`config.mk`:
```
export PLATFORM = sky130hd
export DESIGN_NAME = div_unit
export DESIGN_NICKNAME = d
export VERILOG_FILES = /design/src/rtl/div_unit_pkg.sv /design/src/rtl/div_unit.sv
export SDC_FILE = /design/constraint.sdc
export NUM_CORES = 1
export LEC_CHECK = 0
export BUFFER_PORTS_ARGS = -buffer_cell sky130_fd_sc_hd__buf_2
export CAP_MARGIN = 20
export CELL_PAD_IN_SITES_DETAIL_PLACEMENT = 0
export CELL_PAD_IN_SITES_GLOBAL_PLACEMENT = 1
export CORE_MARGIN = 10
export CORE_UTILIZATION = 49
export CTS_BUF_LIST = sky130_fd_sc_hd__clkbuf_4 sky130_fd_sc_hd__clkbuf_8
export DETAILED_ROUTE_END_ITERATION = 7
export PLACE_DENSITY = 0.89
export SLEW_MARGIN = 15
export SYNTH_ARGS = -nofsm -noshare
export SYNTH_HDL_FRONTEND = slang
export SYNTH_SLANG_ARGS = --single-unit
```
`constraint.sdc`:
```
create_clock -name clk -period 9.3 [get_ports clk]
set_clock_uncertainty 0.05 [all_clocks]
set_input_delay 0.93 -clock clk [delete_from_list [all_inputs] [get_ports clk]]
set_output_delay 0.93 -clock clk [all_outputs]
set_load 0.01 [all_outputs]
```
`src/rtl/div_unit_pkg.sv`:
```
// Shared encodings for the multi-cycle divider: FSM states, ready and start levels.
package div_unit_pkg;

   localparam logic [1:0] DivFree   = 2'b00;
   localparam logic [1:0] DivByZero = 2'b01;
   localparam logic [1:0] DivOn     = 2'b10;
   localparam logic [1:0] DivEnd    = 2'b11;

   localparam logic DivResultReady    = 1'b1;
   localparam logic DivResultNotReady = 1'b0;

   localparam logic DivStart = 1'b1;
   localparam logic DivStop  = 1'b0;

endpackage

```
`src/rtl/div_unit.sv`:
```
// Radix-2 restoring divider for DIV/DIVU; result is {remainder, quotient} for HI/LO.
// Optional DIV_FAST_ZERO_EN short-cuts a zero divisor through BYZERO instead of 32 iterations.
module div_unit
   import div_unit_pkg::*;
#(
   parameter int DATA_W = 32,
   parameter int CNT_W  = 6
) (
   input  logic                clk,
   input  logic                rst,
   input  logic                signed_div_i,
   input  logic [DATA_W-1:0]   opdata1_i,
   input  logic [DATA_W-1:0]   opdata2_i,
   input  logic                start_i,
   input  logic                annul_i,
   output logic [2*DATA_W-1:0] result_o,
   output logic                ready_o
);

   logic [1:0]        r_state;
   logic [CNT_W-1:0]  r_cnt;
   logic [DATA_W-1:0] r_rem;
   logic [DATA_W-1:0] r_dvd;
   logic [DATA_W-1:0] r_dvs;
   logic              r_neg_q;
   logic              r_neg_r;
   logic              r_by_zero;

   logic [DATA_W-1:0] w_abs_a;
   logic [DATA_W-1:0] w_abs_b;
   logic [DATA_W:0]   w_shift_rem;
   logic [DATA_W:0]   w_trial;
   logic [DATA_W-1:0] w_quot_fix;
   logic [DATA_W-1:0] w_rem_fix;

   assign w_abs_a = (signed_div_i && opdata1_i[DATA_W-1]) ? -opdata1_i : opdata1_i;
   assign w_abs_b = (signed_div_i && opdata2_i[DATA_W-1]) ? -opdata2_i : opdata2_i;

   // r_dvd shifts out dividend bits at the top and collects quotient bits at the bottom.
   assign w_shift_rem = {r_rem, r_dvd[DATA_W-1]};
   assign w_trial     = w_shift_rem - {1'b0, r_dvs};

   assign w_quot_fix = r_neg_q ? -r_dvd : r_dvd;
   assign w_rem_fix  = r_neg_r ? -r_rem : r_rem;

   // NOTE: all state here uses non-blocking assignments so every register samples pre-edge values.
   always_ff @(posedge clk or negedge rst) begin
      if (!rst) begin
         r_state   <= DivFree;
         r_cnt     <= '0;
         r_rem     <= '0;
         r_dvd     <= '0;
         r_dvs     <= '0;
         r_neg_q   <= 1'b0;
         r_neg_r   <= 1'b0;
         r_by_zero <= 1'b0;
         result_o  <= '0;
         ready_o   <= DivResultNotReady;
      end else begin
         case (r_state)
            DivFree: begin
               if (start_i == DivStart && !annul_i) begin
                  r_dvd     <= w_abs_a;
                  r_dvs     <= w_abs_b;
                  r_rem     <= '0;
                  r_cnt     <= '0;
                  r_neg_q   <= signed_div_i && (opdata1_i[DATA_W-1] ^ opdata2_i[DATA_W-1]);
                  r_neg_r   <= signed_div_i && opdata1_i[DATA_W-1];
                  r_by_zero <= (opdata2_i == '0);
                  r_state   <= DivOn;
`ifdef DIV_FAST_ZERO_EN
                  if (opdata2_i == '0) r_state <= DivByZero;
`endif
               end
            end

            // Only reachable when the fast zero-divisor path is built in.
            DivByZero: begin
               r_state <= annul_i ? DivFree : DivEnd;
            end

            DivOn: begin
               if (annul_i) begin
                  r_state  <= DivFree;
                  result_o <= '0;
                  ready_o  <= DivResultNotReady;
               end else begin
                  if (!w_trial[DATA_W]) begin
                     r_rem <= w_trial[DATA_W-1:0];
                     r_dvd <= {r_dvd[DATA_W-2:0], 1'b1};
                  end else begin
                     r_rem <= w_shift_rem[DATA_W-1:0];
                     r_dvd <= {r_dvd[DATA_W-2:0], 1'b0};
                  end
                  r_cnt <= r_cnt + CNT_W'(1);
                  if (r_cnt == CNT_W'(DATA_W - 1)) r_state <= DivEnd;
               end
            end

            DivEnd: begin
               if (start_i == DivStop) begin
                  r_state  <= DivFree;
                  result_o <= '0;
                  ready_o  <= DivResultNotReady;
               end else begin
                  result_o <= r_by_zero ? '0 : {w_rem_fix, w_quot_fix};
                  ready_o  <= DivResultReady;
               end
            end

            default: r_state <= DivFree;
         endcase
      end
   end

endmodule

```
==> impl_metrics.ini, run 1 <==
[logic_synthesis]
async_flop_share_pct = 100
synth_warnings = 0
synth_edf_count = 0
synth_simple_gate_area_share_pct = 17.7
avgSynthCellArea_um2 = 8.41
synth_top_family_by_area = compound AO/OA/AOI/OAI gates
synthAdderAreaFrac_pct = 4.71
synth_seq_cells = 172
ys_top_cells_by_area = dfrtp_1, o21ai_0, xor2_1, nand2_1, ha_1
synth_area_um2 = 11000
synth_compound_area_share_pct = 20.9
yosysTopAreaCell = dfrtp_1
synthMuxAreaShare_pct = 1.81
syn_inst = 1313
synth_top_area_share_pct = 39.0
seq_area_frac_synth_pct = 39.0
synth_xor_area_share_pct = 11.9
dominantRegCellSynth = dfrtp_1
synth_cell_types = 55
syn-num-nets = 1423

[sta]
drv_slew = 0
period_minus_slack_ns = 3.87
tns_ns = 0
grt_setup_unrepaired = false
fmax_mhz = 259
finalCritPeriodShare_pct = 41.6
timing.slew.headroom_pct = 28.1
hold_viol = 0
finalSetupViolations = 0
tightest_slew_ns = 1.06

[hold_path]
min_to = result_o[22]
hp-start = result_o[22]
hold_depth = 2
hold_class = flop to flop

[setup_path]
crit_type = flop to flop
critical_path.cell_chain = inv_1, ha_1, fa_1, nand2b_1, a21oi_1, o211ai_1, o211ai_1, nand3_1, o21ai_0, xor2_2, buf_4, mux2i_1, o22ai_1
r2r_end = r_rem[13]
cp_common_cell = o211ai_1
path_delay_family = compound AO/OA/AOI/OAI gates
cp.required_ns = 9.59
cp_max_fo = 23
crit_buf_inv = 2
cp-start-kind = flop
reg2regPathDepth = 13
cp_slowest_stage_delay_ns = 0.51
rrSetupSlack_ns = 5.43
end_kind = flop
cp_slowest_cell = o21ai_0
rr_startpoint = r_dvd[31]
critical_path_arrival_ns = 4.16

[die]
core_um2 = 22000
die_h_um = 170
io_pins = 134
rows = 54
die_area_um2 = 28900
start_util_pct = 50.1
die_w_um = 170

[layout]
fin_cells = 1705
area_growth_pct = 12.0
multi_input_area_um2 = 6350
regArea_um2 = 4300
drive_gt1_share_pct = 13.6
n_fill_cell = 2118
final_net_count = 1523
diodes = 0

[detailed_routing]
drcViolationCount = 0
detail-route-antenna-nets = 0
firstDrtPassIters = 5
wl_per_cell_um = 16.2
wirelength_um = 27700
viasPerCell = 5.63
drt-initial-drc-count = 619
vias = 9593

[global_routing]
grt_start_max_net_pins = 103
antenna_found_initial = 0
first_global_vias = 9258
grt_first_pass_wirelength_um = 46300
track_usage_pct = 19.3
grt_overflow = 0

[power_and_ir_drop]
ir_drop_mv = 0.113
powerDensity_nw_per_um2 = 337
power_mw = 4.16
power.leakage_nw = 5.67

[placement]
placedCellCount = 1673
place_hpwl_um = 20800
port_buffers = 133
gp_congestion = 0.917

[clocking]
cts_buffers = 17
cts_setup_buffers = 0
cts_tree = done
cts-resized-gates = 0
ctsHoldBuffers = 0
ctsLongestPathBuffers = 2
clk_pin_slew_worst_paths_ns = 0.09
root_buffer = clkbuf_8
clock_latency_ns = 0.48
htree_levels = 4
clock_sinks = 172

[run]
max_cap_violations = 0

[run_status]
status = completed
-- routing by layer --
layer	GRT usage, %	share of wire, %	vias to the layer above
met3	2.94	5.7	25
met4	5.38	1.2	0
li1	-	-	4853
met5	0	0	-
met1	27.6	50	4459
met2	29.7	43	256
-- cells in the mapped netlist, types with 2 or more instances --
cell type  count
nand2_1      211
o21ai_0      186
dfrtp_1      172
xor2_1       103
a21oi_1       76
nor2_1        70
clkbuf_1      58
inv_1         53
xnor2_1       47
ha_1          40
nand3_1       33
o31ai_1       28
or3_1         24
mux2i_1       20
o41ai_1       18
nor3_1        16
or4_1         15
a21o_1        14
a32oi_1       11
nand2b_1      10
o22ai_1       10
nor4_1         9
nand4_1        8
nor2b_1        8
a31oi_1        7
o21bai_1       6
o311ai_0       5
and2_1         4
and3_1         4
buf_1          4
nor4b_1        4
o211ai_1       4
a211o_1        3
a211oi_1       3
o21a_1         3
or4_4          3
a31o_2         2
and2_0         2
o2111ai_1      2
o21ai_1        2
-- area by class of cell --
cell class	instances	share of cell area, %
flip-flops and latches	172	34.8
clock buffers	18	2.00
inverters	53	1.61
multi-input cells	1025	51.3
well taps	280	2.83
repair buffers	144	6.26
clock inverters	13	1.15
-- logic make-up (layout without fill, tap and decap cells) --
family / after synthesis / in the layout
buf+inv: 116 / 228
fa+ha+maj: 41 / 41
simple gates: 426 / 426
compound gates: 388 / 388
flops: 172 / 172
xor+xnor: 150 / 150
mux: 20 / 20
-- state kept, by name, summed over array words and instances, names as in the netlist --
register and flops:
result_o 64, r_dvd 32, r_dvs 32, r_rem 32, r_cnt 6, r_state 2
r_by_zero 1, r_neg_q 1, r_neg_r 1, ready_o 1
-- power by group --
group,internal [mW],switching (mW)
Clock,0.245,0.284
Sequential,1.04,0.313
Combinational,0.924,1.36
Total,2.21,1.96
-- layout by cell type (no fill, tap or decap), types with 7 or more instances in the layout --
master / synthesis / routed
xnor2_1: 47 / 46
nand4_1: 8 / 8
xor2_1: 103 / 102
nand2_1: 211 / 211
o41ai_1: 18 / 18
o21ai_0: 186 / 185
nor2b_1: 8 / 8
o22ai_1: 10 / 10
a32oi_1: 11 / 11
or4_1: 15 / 15
mux2i_1: 20 / 19
a21oi_1: 76 / 76
buf_4: 0 / 10
a21o_1: 14 / 14
a31oi_1: 7 / 7
nor2_1: 70 / 69
nor3_1: 16 / 16
o31ai_1: 28 / 28
nand3_1: 33 / 33
nand2b_1: 10 / 10
or3_1: 24 / 22
nor4_1: 9 / 9
clkbuf_8: 0 / 18
inv_1: 53 / 53
dfrtp_1: 172 / 172
ha_1: 40 / 39
buf_2: 1 / 132
-- worst max path at each step --
stage / cells past startpoint / from / endpoint / slack [ns]
2_1_floorplan: 13 / r_dvd[31] / r_rem[11] / 5.95
3_3_place_gp: 10 / opdata1_i[8] / r_dvd[29] / 5.58
6_report: 13 / r_dvd[31] / r_rem[13] / 5.43
3_5_place_dp: 10 / opdata1_i[8] / r_dvd[29] / 5.54
5_1_grt: 13 / r_dvd[31] / r_rem[25] / 5.16
4_1_cts: 13 / r_dvd[31] / r_rem[13] / 5.48
-- metrics by stage --
stage / util (%) / hold slack, ns / cell area, um2 / setup slack (ns)
2_1_floorplan: - / 0.387 / 11000 / 5.95
3_3_place_gp: 54.2 / 0.405 / 11900 / 5.58
3_5_place_dp: 54.2 / 0.416 / 11900 / 5.54
4_1_cts: 56.0 / 0.437 / 12300 / 5.48
5_1_grt: 56.1 / 0.453 / 12400 / 5.16
6_report: 56.1 / 0.431 / 12400 / 5.43
-- worst min-delay path, delay by kind of cell (launching register included) --
family	cells	cell delay [ns]
AO/OA/AOI/OAI	1	0.06
flip-flops	1	0.35
AND/OR/NAND/NOR	1	0.05
Note: power is estimated with default switching activity, not from simulation.
==> run 2: changes to the inputs <==
CORE_UTILIZATION = 46   (was 49)
PLACE_DENSITY = 0.84   (was 0.89)
clock period = 3.9 ns   (was 9.3 ns; I/O delays follow)
==> run 2 against run 1 <==
  * The run now ends with hold timing left
  * Design area rose by 0.59%
  * Worst setup slack got worse by 5.1 ns
  * Combinational power rose by 140%
  * Fmax rose by 8.9%
  * Largest power group unchanged
  * Critical endpoint is now result_o[29]
  * Sequential share of layout area fell by 0.20 points
  * Total power grew 140%
  * Core utilization shrank 3.3 points
  * Cell count grew 2.8%
==> impl_metrics.ini, run 2 (same netlist as run 1, synthesis figures left out) <==
[die]
core_um2 = 23500
die_w_um = 175
start_util_pct = 46.9
rows = 56
die_area_um2 = 30600
io_pins = 134
die_h_um = 175

[clocking]
cts_tree = done
clock_latency_ns = 0.46
clock_sinks = 172
cts_setup_buffers = 0
htree_levels = 4
cts_buffers = 17
ctsLongestPathBuffers = 2
clk_pin_slew_worst_paths_ns = 0.11
ctsHoldBuffers = 0
root_buffer = clkbuf_8
cts-resized-gates = 0

[setup_path]
path_delay_family = simple AND/OR/NAND/NOR gates
path_depth = 9
reg2regPathDepth = 9
cp_slowest_stage_delay_ns = 0.54
crit_start = r_dvd[4]
cp-start-kind = flop
cp_slowest_cell = or4_4
end_kind = flop
cp_max_fo = 5
crit_type = flop to flop
rr_startpoint = r_dvd[4]
critical_path.cell_chain = nor4_2, nand2_1, or4_4, or4_4, or3_4, or4_4, o31ai_1, xor2_1, o21ai_1
crit_buf_inv = 0
cp_common_cell = or4_4
cp.required_ns = 4.17
critical_path_arrival_ns = 3.82

[global_routing]
grt_first_pass_wirelength_um = 47300
grt_start_max_net_pins = 103
grt_overflow = 0
track_usage_pct = 18.4
first_global_vias = 9326
antenna_found_initial = 0

[sta]
grt_setup_unrepaired = false
finalCritPeriodShare_pct = 91.1
fmax_mhz = 282
period_minus_slack_ns = 3.55
drv_slew = 0
hold_viol = 24
hold_ws_ns = -0.0510
tightest_slew_ns = 1.05
timing.slew.headroom_pct = 30.0
finalSetupViolations = 0
tns_ns = 0

[layout]
final_util_pct = 52.8
layout_commonest_cell = nand2_1
fin_area_um2 = 12400
largest_reg_flops = 64
top_register = result_o
multi_input_area_um2 = 6350
n_fill_cell = 2274
drive_gt1_share_pct = 14.1
layout_common_cells = nand2_1, o21ai_0, dfrtp_1
final_net_count = 1530
regArea_um2 = 4300
area_growth_pct = 12.7
diodes = 0

[run_status]
failed_checks = hold timing
status = complete, but fails checks

[detailed_routing]
wl_per_cell_um = 16.1
drcViolationCount = 0
viasPerCell = 5.44
drt-initial-drc-count = 708
wirelength_um = 28200
detail-route-antenna-nets = 0
firstDrtPassIters = 5
vias = 9528

[placement]
gp_congestion = 0.891
postPlaceCellArea_um2 = 12100
place_hpwl_um = 21100
port_buffers = 133

[hold_path]
hold_class = input pin to asynchronous set/reset pin

[run]
max_cap_violations = 0

[power_and_ir_drop]
power.leakage_nw = 5.68
powerDensity_nw_per_um2 = 798
ir_drop_mv = 0.398
-- run 2: changes by cell type in the layout (fill, tap and decap cells not counted), sizes merged --
cell and change:
buf +7, bufinv -2, clkinvlp +2, inv +1
-- run 2: path summary, 6_finish.rpt --
path | slack [ns] | to
max in group asynchronous | 2.89 | r_dvs[5]
max reg2reg | 0.35 | result_o[29]
min in group clk | 0.17 | r_dvs[30]
max | 0.35 | result_o[29]
min | -0.05 | result_o[22]
min reg2reg | 0.43 | result_o[13]
-- run 2: routing by layer --
| layer | vias to the layer above | GRT usage (%) | share of wire [%] |
|---|---|---|---|
| met2 | 219 | 29.0 | 45 |
| met4 | 0 | 4.06 | 0.86 |
| met3 | 19 | 2.54 | 4.5 |
| met5 | - | 0 | 0 |
| li1 | 4848 | - | - |
| met1 | 4442 | 26.1 | 50 |
-- run 2: where the power goes --
part	internal (mW)	switching (mW)
clock	0.457	0.708
combinational	2.26	3.27
sequential	2.47	0.756
-- run 2: final cells by class --
cell class | instances | area share (%)
multi-input cells | 1025 | 51.0
clock buffers | 18 | 1.94
inverters | 53 | 1.60
clock inverters | 14 | 0.926
flip-flops and latches | 172 | 34.6
repair buffers | 151 | 6.69
well taps | 319 | 3.21
-- run 2: stage by stage --
| step | setup WS, ns | cells | power [mW] |
|---|---|---|---|
| 2_1_floorplan | 0.554 | 1313 | 7.12 |
| 3_3_place_gp | 0.397 | 1720 | 8.67 |
| 3_5_place_dp | 0.375 | 1720 | 8.79 |
| 4_1_cts | 0.335 | 1752 | 9.96 |
| 5_1_grt | 0.0871 | 1752 | 10.9 |
| 6_report | 0.348 | 1752 | 9.92 |
==> run 3: changes to the inputs <==
--- a/config.mk
+++ b/config.mk
@@ -15,4 +15,5 @@
 export DETAILED_ROUTE_END_ITERATION = 7
 export PLACE_DENSITY = 0.84
+export RECOVER_POWER = 100
 export SLEW_MARGIN = 15
 export SYNTH_ARGS = -nofsm -noshare
==> constraint.sdc (replaced) <==
create_clock -name clk -period 3.9 [get_ports clk]
set_clock_uncertainty 0.05 [all_clocks]
set_input_delay 0.78 -clock clk [delete_from_list [all_inputs] [get_ports clk]]
set_output_delay 0.78 -clock clk [all_outputs]
set_load 0.01 [all_outputs]
==> run 3 against run 2 <==
  * Critical path type unchanged
  * Via count increased by 1.1%
  * Flip-flop and latch count unchanged
  * Cell count increased by 0.11%
  * Non-clock buffer count increased by 2
  * Routed wire length increased by 0.21%
  * The flow finishes with violations (capacitance limit, slew limit)
  * First-iteration DRC count decreased by 11%
  * Sequential share of layout area increased by 0.27 points
  * Register-to-register slack about the same
  * Total power decreased by 0.59%
==> impl_metrics.ini, run 3 (same netlist as run 1, synthesis figures left out) <==
[detailed_routing]
viasPerCell = 5.49
drt-initial-drc-count = 631
wl_per_cell_um = 16.1
top_layer_used = met4
vias = 9630
detail-route-antenna-nets = 0
wirelength_um = 28300
firstDrtPassIters = 5
dr_wl_met2_um = 12300
drcViolationCount = 0
drt-met1-wl_um = 14200
wl_met3_um = 1440

[setup_path]
end_kind = flop
crit_type = flop to flop
cp_common_cell = o211ai_1
cp.required_ns = 4.20
cp_slowest_stage_delay_ns = 0.39
cp_slowest_cell = or3_1
critical_path_arrival_ns = 3.86
cp_max_fo = 20
cp-start-kind = flop
critical_path.cell_chain = inv_1, ha_1, fa_1, nand2b_1, a21oi_1, o211ai_1, o211ai_1, nand3_1, o21ai_0, buf_4, xnor2_2, clkbuf_2, or3_1, o311ai_0

[die]
rows = 56
start_util_pct = 46.9
die_h_um = 175
die_area_um2 = 30600
io_pins = 134
core_um2 = 23500
die_w_um = 175

[sta]
finalCritPeriodShare_pct = 91.4
timing.slew.headroom_pct = -21.4
tns_ns = 0
hold_viol = 0
fmax_mhz = 281
finalSetupViolations = 0
grt_setup_unrepaired = false
tightest_slew_ns = 1.82
drv_slew = 68
period_minus_slack_ns = 3.56

[clocking]
clock_sinks = 172
ctsLongestPathBuffers = 2
root_buffer = clkbuf_8
cts_tree = done
clock_latency_ns = 0.47
htree_levels = 4
cts_setup_buffers = 0
cts_buffers = 17
clk_pin_slew_worst_paths_ns = 0.10
ctsHoldBuffers = 0
cts-resized-gates = 0

[layout]
drive_gt1_share_pct = 8.85
layout_common_cells = nand2_1, o21ai_0, dfrtp_1
largest_reg_flops = 64
area_growth_pct = 11.8
n_fill_cell = 2323
final_net_count = 1532
top_register = result_o
fin_cells = 1754
layout_commonest_cell = nand2_1
diodes = 0

[global_routing]
grt_first_pass_wirelength_um = 47200
antenna_found_initial = 0
first_global_vias = 9314
track_usage_pct = 18.3
grt_start_max_net_pins = 112
grt_overflow = 0

[run_status]
failed_checks = capacitance limit, slew limit
status = complete, but fails checks

[placement]
port_buffers = 133
placedCellCount = 1721
gp_congestion = 0.851
place_hpwl_um = 21100

[hold_path]
hold_class = flop to flop

[power_and_ir_drop]
power.leakage_nw = 5.41
powerDensity_nw_per_um2 = 799
ir_drop_mv = 0.358

[run]
max_cap_violations = 2
## run 3: worst paths after layout
path / start / endpoint / slack (ns) / cells after the start
worst max-delay path: r_dvd[31] / r_rem[0] / 0.34 / 14
worst min-delay path: result_o[17] / result_o[17] / 0.43 / 2
worst max register to register: r_dvd[31] / r_rem[0] / 0.34 / 14
worst min register to register: result_o[17] / result_o[17] / 0.43 / 2
max in group asynchronous: rst / r_dvs[18] / 0.66 / 2
min in group asynchronous: rst / result_o[26] / 0.73 / 1
## run 3: layer usage
layer,track usage (%),vias up
met5,0,-
met4,4.98,0
met3,3.19,23
met2,27.8,251
met1,26.3,4492
li1,-,4864
## run 3: per-stage QoR
step	utilization [%]	power, mW	hold slack [ns]	setup WS, ns	area, um2
6_report	52.4	9.86	0.433	0.337	12300
5_1_grt	52.4	10.8	0.453	0.0612	12300
4_1_cts	52.9	9.98	0.436	0.368	12500
3_5_place_dp	51.3	8.78	0.415	0.404	12100
3_3_place_gp	51.3	8.69	0.406	0.421	12100
2_1_floorplan	-	7.12	0.387	0.554	11000
## run 3: critical path, delay by kind of cell, from the launching register on
| family | cells | cell delay, ns |
|---|---|---|
| simple gates | 3 | 0.71 |
| fa+ha+maj | 2 | 0.61 |
| compound gates | 5 | 1.10 |
| flops | 1 | 0.36 |
| xor+xnor | 1 | 0.06 |
| buf+inv | 3 | 0.54 |
## run 3: power breakdown
part           internal, mW  switching [mW]
combinational          2.16            3.24
clock                 0.464           0.738
sequential             2.47           0.786
## run 3: layout make-up
type / count / area (um2) / share of cell area (%)
clock buffer: 17 / 234 / 1.90
multi-input combinational: 1025 / 6340 / 51.3
inverter: 53 / 199 / 1.61
tap: 319 / 399 / 3.23
timing repair buffer: 153 / 737 / 5.97
sequential: 172 / 4300 / 34.9
clock inverter: 15 / 131 / 1.06
